==> config.mk <==
export PLATFORM = sky130hd
export DESIGN_NAME = conv_serial_engine
export DESIGN_NICKNAME = d
export VERILOG_FILES = /design/src/rtl/conv_pkg.sv /design/src/rtl/conv_serial_mult.sv /design/src/rtl/conv_serial_engine.sv
export SDC_FILE = /design/constraint.sdc
export NUM_CORES = 1
export LEC_CHECK = 0
export CAP_MARGIN = 15
export CORE_MARGIN = 4
export CORE_UTILIZATION = 55
export CTS_CLUSTER_SIZE = 20
export DETAILED_ROUTE_END_ITERATION = 6
export PLACE_DENSITY = 0.81
export SETUP_SLACK_MARGIN = 0.3
export SLEW_MARGIN = 10
export SYNTH_ARGS = -nofsm -noshare
export SYNTH_HDL_FRONTEND = slang
export SYNTH_SLANG_ARGS = --single-unit
==> constraint.sdc <==
create_clock -name i_clk -period 6.25 [get_ports i_clk]
set_clock_uncertainty 0.05 [all_clocks]
set_input_delay 0.625 -clock i_clk [delete_from_list [all_inputs] [get_ports i_clk]]
set_output_delay 0.625 -clock i_clk [all_outputs]
set_load 0.05 [all_outputs]
==> src/rtl/conv_pkg.sv <==
// Shared types and sizing helpers for the serial convolution engine.
// Optional build macro CONV_ZERO_SKIP_EN is consumed by conv_serial_mult.
package conv_pkg;

    typedef enum logic [1:0] {
        IDLE = 2'd0,
        MUL  = 2'd1,
        DONE = 2'd2
    } state_t;

    localparam int DEF_TAPS   = 9;
    localparam int DEF_DW     = 8;
    localparam int DEF_KW     = 8;
    localparam int DEF_PERF_W = 32;

    // Wide enough for TAPS full-scale signed products without overflow.
    function automatic int acc_width(input int taps, input int dw, input int kw);
        return dw + kw + $clog2(taps);
    endfunction

endpackage

==> src/rtl/conv_serial_mult.sv <==
// One-tap signed bit-serial multiply-accumulate step (one weight bit per cycle).
// Build macro CONV_ZERO_SKIP_EN: a zero weight finishes its tap in a single step.
module conv_serial_mult
    import conv_pkg::*;
#(
    parameter int DW    = DEF_DW,
    parameter int KW    = DEF_KW,
    parameter int ACC_W = acc_width(DEF_TAPS, DEF_DW, DEF_KW)
) (
    input  logic             clk,
    input  logic             arstn,
    input  logic             clear,
    input  logic             step,
    input  logic [DW-1:0]    x,
    input  logic [KW-1:0]    k,
    output logic             tap_done,
    output logic [ACC_W-1:0] acc_next
);

    localparam int BW = $clog2(KW);

    logic [BW-1:0]    bit_idx;
    logic [ACC_W-1:0] acc;
    logic [ACC_W-1:0] x_ext;
    logic [ACC_W-1:0] term;
    logic             last_bit;
    logic             zero_tap;

    // The weight's top bit carries negative weight in two's complement, so it subtracts.
    always_comb begin
        x_ext    = {{(ACC_W-DW){x[DW-1]}}, x};
        term     = x_ext << bit_idx;
        last_bit = (bit_idx == BW'(KW-1));
`ifdef CONV_ZERO_SKIP_EN
        zero_tap = (k == '0);
`else
        zero_tap = 1'b0;
`endif
        tap_done = last_bit || zero_tap;
        acc_next = acc;
        if (!zero_tap && k[bit_idx]) begin
            acc_next = last_bit ? (acc - term) : (acc + term);
        end
    end

    always_ff @(posedge clk or negedge arstn) begin
        if (!arstn) begin
            acc     <= '0;
            bit_idx <= '0;
        end else if (clear) begin
            acc     <= '0;
            bit_idx <= '0;
        end else if (step) begin
            acc     <= acc_next;
            bit_idx <= tap_done ? '0 : bit_idx + BW'(1);
        end
    end

endmodule

==> src/rtl/conv_serial_engine.sv <==
// TAPS-wide signed dot product using a bit-serial MAC, with result backpressure and perf counters.
// Optional build macro CONV_ZERO_SKIP_EN (zero-weight taps take one cycle) lives in conv_serial_mult.
module conv_serial_engine
    import conv_pkg::*;
#(
    parameter int TAPS   = DEF_TAPS,
    parameter int DW     = DEF_DW,
    parameter int KW     = DEF_KW,
    parameter int ACC_W  = acc_width(TAPS, DW, KW),
    parameter int PERF_W = DEF_PERF_W
) (
    input  logic               i_clk,
    input  logic               i_arstn,
    input  logic               i_valid,
    output logic               o_ready,
    input  logic [TAPS*DW-1:0] i_x,
    input  logic [TAPS*KW-1:0] i_k,
    output logic               o_valid,
    input  logic               i_ready,
    output logic [ACC_W-1:0]   o_conv,
    input  logic               i_perf_clr,
    output logic [PERF_W-1:0]  o_perf_cycle_count,
    output logic [PERF_W-1:0]  o_perf_op_count
);

    localparam int TW = (TAPS > 1) ? $clog2(TAPS) : 1;

    state_t             state_q;
    state_t             state_d;
    logic [TAPS*DW-1:0] x_q;
    logic [TAPS*KW-1:0] k_q;
    logic [TW-1:0]      tap_q;
    logic [PERF_W-1:0]  busy_q;
    logic [DW-1:0]      cur_x;
    logic [KW-1:0]      cur_k;
    logic [ACC_W-1:0]   acc_next;
    logic               tap_done;
    logic               accept;
    logic               step;
    logic               last_step;
    logic               handshake;

    assign cur_x = x_q[tap_q*DW +: DW];
    assign cur_k = k_q[tap_q*KW +: KW];

    conv_serial_mult #(
        .DW    (DW),
        .KW    (KW),
        .ACC_W (ACC_W)
    ) u_mult (
        .clk      (i_clk),
        .arstn    (i_arstn),
        .clear    (accept),
        .step     (step),
        .x        (cur_x),
        .k        (cur_k),
        .tap_done (tap_done),
        .acc_next (acc_next)
    );

    always_comb begin
        state_d   = state_q;
        o_ready   = 1'b0;
        o_valid   = 1'b0;
        accept    = 1'b0;
        step      = 1'b0;
        last_step = 1'b0;
        handshake = 1'b0;
        case (state_q)
            IDLE: begin
                o_ready = 1'b1;
                if (i_valid) begin
                    accept  = 1'b1;
                    state_d = MUL;
                end
            end
            MUL: begin
                step = 1'b1;
                if (tap_done && (tap_q == TW'(TAPS-1))) begin
                    last_step = 1'b1;
                    state_d   = DONE;
                end
            end
            DONE: begin
                o_valid = 1'b1;
                if (i_ready) begin
                    handshake = 1'b1;
                    state_d   = IDLE;
                end
            end
            default: state_d = IDLE;
        endcase
    end

    // Operands are captured on accept so the host may change them while we compute.
    always_ff @(posedge i_clk or negedge i_arstn) begin
        if (!i_arstn) begin
            state_q <= IDLE;
            x_q     <= '0;
            k_q     <= '0;
            tap_q   <= '0;
            busy_q  <= '0;
            o_conv  <= '0;
        end else begin
            state_q <= state_d;
            if (accept) begin
                x_q    <= i_x;
                k_q    <= i_k;
                tap_q  <= '0;
                busy_q <= '0;
            end
            if (step) begin
                busy_q <= busy_q + PERF_W'(1);
                if (tap_done && !last_step) begin
                    tap_q <= tap_q + TW'(1);
                end
            end
            if (last_step) begin
                o_conv <= acc_next;
            end
        end
    end

    always_ff @(posedge i_clk or negedge i_arstn) begin
        if (!i_arstn) begin
            o_perf_cycle_count <= '0;
            o_perf_op_count    <= '0;
        end else if (i_perf_clr) begin
            o_perf_cycle_count <= '0;
            o_perf_op_count    <= '0;
        end else begin
            if (last_step) begin
                o_perf_cycle_count <= busy_q + PERF_W'(1);
            end
            if (handshake) begin
                o_perf_op_count <= o_perf_op_count + PERF_W'(1);
            end
        end
    end

endmodule
==> results.md <==
| Result | This run |
|---|---|
| Number of design rule violations left after detail routing | 0 |
| First-iteration detailed-routing DRC count | 1244 |
| Global-route total usage across every layer | 25.52% |
| Critical path origin | tap_q[0] |
| Clock root buffer | clkbuf_16 |
| Fraction of layout cells with a size suffix above 1 | 7.444% |
| Most common cell in the synthesized netlist | nand2_1 |
| Result of the run | finished, final reports clean |
| Fraction of the core area covered by cells at the end of the flow | 69.38% |
| Initial antenna violation count | 0 |
| Number of enable-type register cells in the synthesized netlist | 0 |
| Vertical die dimension | 173.8 µm |
| Vias in the first global route | 12800 |
| Number of diodes | 0 |
| Arrival time of data at the critical path endpoint | 6.04 ns |
| Pin count of the biggest net entering global routing | 104 |
| Area added between synthesis and finish | 24.02% |
| Residual overflow from global routing | 0 |
| Register cell area after layout | 7237 µm² |
| Worst reg-to-reg setup slack | 0.60 ns |
| Core area | 27030 µm² |
| Mean instance size in the synthesized netlist | 8.837 µm² |
| Crit Path Category | reg -> reg |
| Sequential area share after synthesis | 47.83% |
| Worst reg2reg path startpoint | tap_q[0] |
| P_leak | 8.545 nW |
| Post-Route Hold Slack | 0.06360 ns |
| Vias per std cell | 5.746 |
| First-pass GRT wire length | 65.06 mm |
| Count of standard-cell rows | 60 |
| Worst-case vdd ir drop | 0.0004265 V |
| Htree depth | 1 |
| Horizontal extent of the die | 173.8 µm |
| Net count after synthesis | 1887 |
| Final-report setup violation count | 0 |
| Reg2Reg Capture Point | u_mult.acc[18] |
| Type of origin of the critical path | flop |
| Synth warnings | 0 |
| Fmax | 0.1769 GHz |
| Post-Route WL | 39.59 mm |
| Final weighted congestion in routability-driven placement | 0.8985 |
| Area of the mapped netlist | 15120 µm² |
| Period Utilization, post-route | 90.43% |
| Xor and xnor fraction of the mapped netlist area | 5.098% |
| Cell Pwr Density | 613.7 nW/µm² |
| Effective utilization at floorplan | 55.94% |
| Area share of and/or/nand/nor cells after synthesis | 22.80% |
| Clock period minus final worst setup slack | 5.652 ns |
| TritonCTS clock tree | yes |
| Critical path capture point | u_mult.acc[18] |
| Slew Limit Fails | 0 |
| Cells taking the most area after synthesis | dfrtp_1, nand2_1, mux4_2 |
| Count of max-cap constraint violations | 0 |
| Full die area | 30210 µm² |
| IO Pins | 235 |
| Area fraction in compound gates after synthesis | 12.74% |
| First drt pass iteration count | 5 |
| Post-synthesis cell type count | 70 |
| Number of buffers between clock root and the deepest sink | 3 |
| Maximum fanout along the worst path | 11 |
| TritonCTS Buffers | 30 |
| Main flop type after synthesis | dfrtp_1 |
| PortBufs | 234 |
| Mean routed wirelength per cell | 17.50 µm |
| FFs w/ async S/R, synth | 100.0% |
| Worst-margin pin slew | 1.181 ns |
| Final #Nets | 2073 |
| Post-detailed-placement half-perimeter wirelength | 27.73 mm |
| Area of the multi-input gates | 7475 µm² |
| Vias post-DR | 13000 |
| Reg2Reg Depth | 24 |
| Post-Synth Adder-Cell Area | 2.284% |
| Fillcell total | 2097 |
| Number of endpoints with negative hold slack in the final report | 0 |
| RSZ-0062 raised after global routing | no |
| Worst endpoint required time | 6.64 ns |
| Type of the tightest min-delay check | in -> async |
| Top cells by count, synth | nand2_1, dfrtp_1, nor2_1 |
| Sum of negative setup slack | 0 ns |
| Clock transition time at the flip-flop clock pins of the worst setup and hold paths | 0.06 ns |
| Library cell with the largest summed area after synthesis | dfrtp_1 |
| Clock latency at the later pin of the worst-skew pair | 0.57 ns |
| Setup crit end kind | flop |
| Multiplexer share of the synthesized area | 6.099% |
| Area share of the largest cell type after synthesis | 47.83% |
| Count of mapped cells out of synthesis | 1711 |
| Antenna Violating Nets Remaining | 0 |
| Worst slew margin relative to its limit | 21.30% |
| CTS sink count | 289 |
| Yosys reg bits | 289 |
| Combinational family with the most area after synthesis | simple AND/OR/NAND/NOR gates |
critical path, stage by stage, from the launching register on:
cell	delay (ns)
dfrtp_4	0.54
clkbuf_4	0.21
buf_4	0.16
nor4b_4	0.38
buf_6	0.22
nand2_1	0.12
a211oi_1	0.26
o22ai_1	0.12
a211oi_1	0.49
or3_4	0.27
nor2_2	0.07
a21oi_1	0.16
xor2_1	0.17
ha_1	0.30
a21o_1	0.19
a21o_1	0.18
a21o_1	0.19
a21o_1	0.17
a211oi_1	0.26
o21ai_2	0.13
a211oi_1	0.27
o21bai_1	0.11
a21oi_1	0.19
xor2_1	0.18
o21ai_0	0.10
flip-flops by register name (all words and copies together) (netlist names):
register,flops
o_perf_cycle_count,32
o_conv,20
x_q,72
u_mult.acc,20
state_q,2
busy_q,32
k_q,72
o_perf_op_count,32
u_mult.bit_idx,3
tap_q,4
metal layers:
metal / global-route usage, % / share of wire, % / vias up
met5: 0 / 0 / -
met4: 5.939 / 2.2 / 0
met3: 3.577 / 6.0 / 68
met2: 43.69 / 49 / 478
met1: 34.87 / 42 / 6296
li1: - / - / 6155
stage by stage:
step	power (mW)	setup slack, ns	cell area [µm²]	std cells
2_1_floorplan	7.891	1.194	15120	1711
3_3_place_gp	9.329	0.5979	17650	2203
3_5_place_dp	9.497	0.3302	17650	2203
4_1_cts	11.40	0.3454	18680	2259
5_1_grt	12.43	0.2799	18750	2262
6_report	11.51	0.5980	18750	2262
report_power, final:
part	total (mW)	internal (mW)	switching, mW
registers	2.97	2.50	0.473
logic	6.70	2.79	3.92
clock network	1.83	1.07	0.762
repair_timing:
item	4_1_cts	5_1_grt
hold buffers	0	0
buffers inserted	0	3
resized for setup	2	16
pin swaps	0	1
setup endpoints to repair	2	10
hold endpoints to repair	0	0
cell usage in the layout (no fill, tap or decap), types with 5 or more instances in the layout:
master / netlist / routed
or2_2: 8 / 8
xor2_1: 45 / 45
and2_1: 6 / 5
mux4_2: 28 / 28
clkbuf_16: 0 / 30
nand3_1: 54 / 54
nor2b_1: 8 / 6
a21oi_1: 54 / 54
o31ai_1: 9 / 9
xnor2_1: 43 / 43
clkdlybuf4s50_1: 0 / 232
clkbuf_1: 85 / 7
nor2_1: 138 / 135
a221oi_1: 5 / 5
a221o_1: 6 / 6
dfrtp_1: 289 / 287
inv_1: 15 / 15
o21a_1: 9 / 9
buf_4: 1 / 20
o21ai_0: 113 / 111
clkbuf_8: 0 / 8
nand4_1: 8 / 8
nand2_1: 545 / 544
nand2b_1: 8 / 7
a21o_1: 14 / 14
mux2i_1: 22 / 21
and3_1: 34 / 34
a211oi_1: 41 / 41
nor3_1: 5 / 5
ha_1: 26 / 26
a31oi_1: 7 / 7
o21ai_1: 4 / 5
clkinv_2: 0 / 6
logic make-up after synthesis:
group / after synthesis
AOI/OAI and AO/OA: 303
and+or+nand+nor: 830
xor gates and xnor gates: 88
buffers and inverters: 120
adders and majority gates: 27
DFF: 289
muxes: 54
area by class of cell:
type | instances | area share [%]
Clock inverter | 11 | 0.7273
Inverter | 17 | 0.3403
Clock buffer | 45 | 4.731
Timing Repair Buffer | 257 | 13.47
Sequential cell | 289 | 38.59
Multi-Input combinational cell | 1302 | 39.86
Tap cell | 341 | 2.275
worst min-delay path by stage:
stage                     slack [ns]    start  cells after the start          to
final                           0.06  i_arstn                      1  o_conv[15]
after global routing            0.11  i_arstn                      1  o_conv[15]
after floorplan                 0.28  i_arstn                      0   busy_q[0]
after detailed placement        0.41  k_q[28]                      2     k_q[28]
after global placement          0.40  k_q[67]                      2     k_q[67]
after CTS                       0.08  i_arstn                      1  o_conv[17]
(Power assumes the default switching activity.)
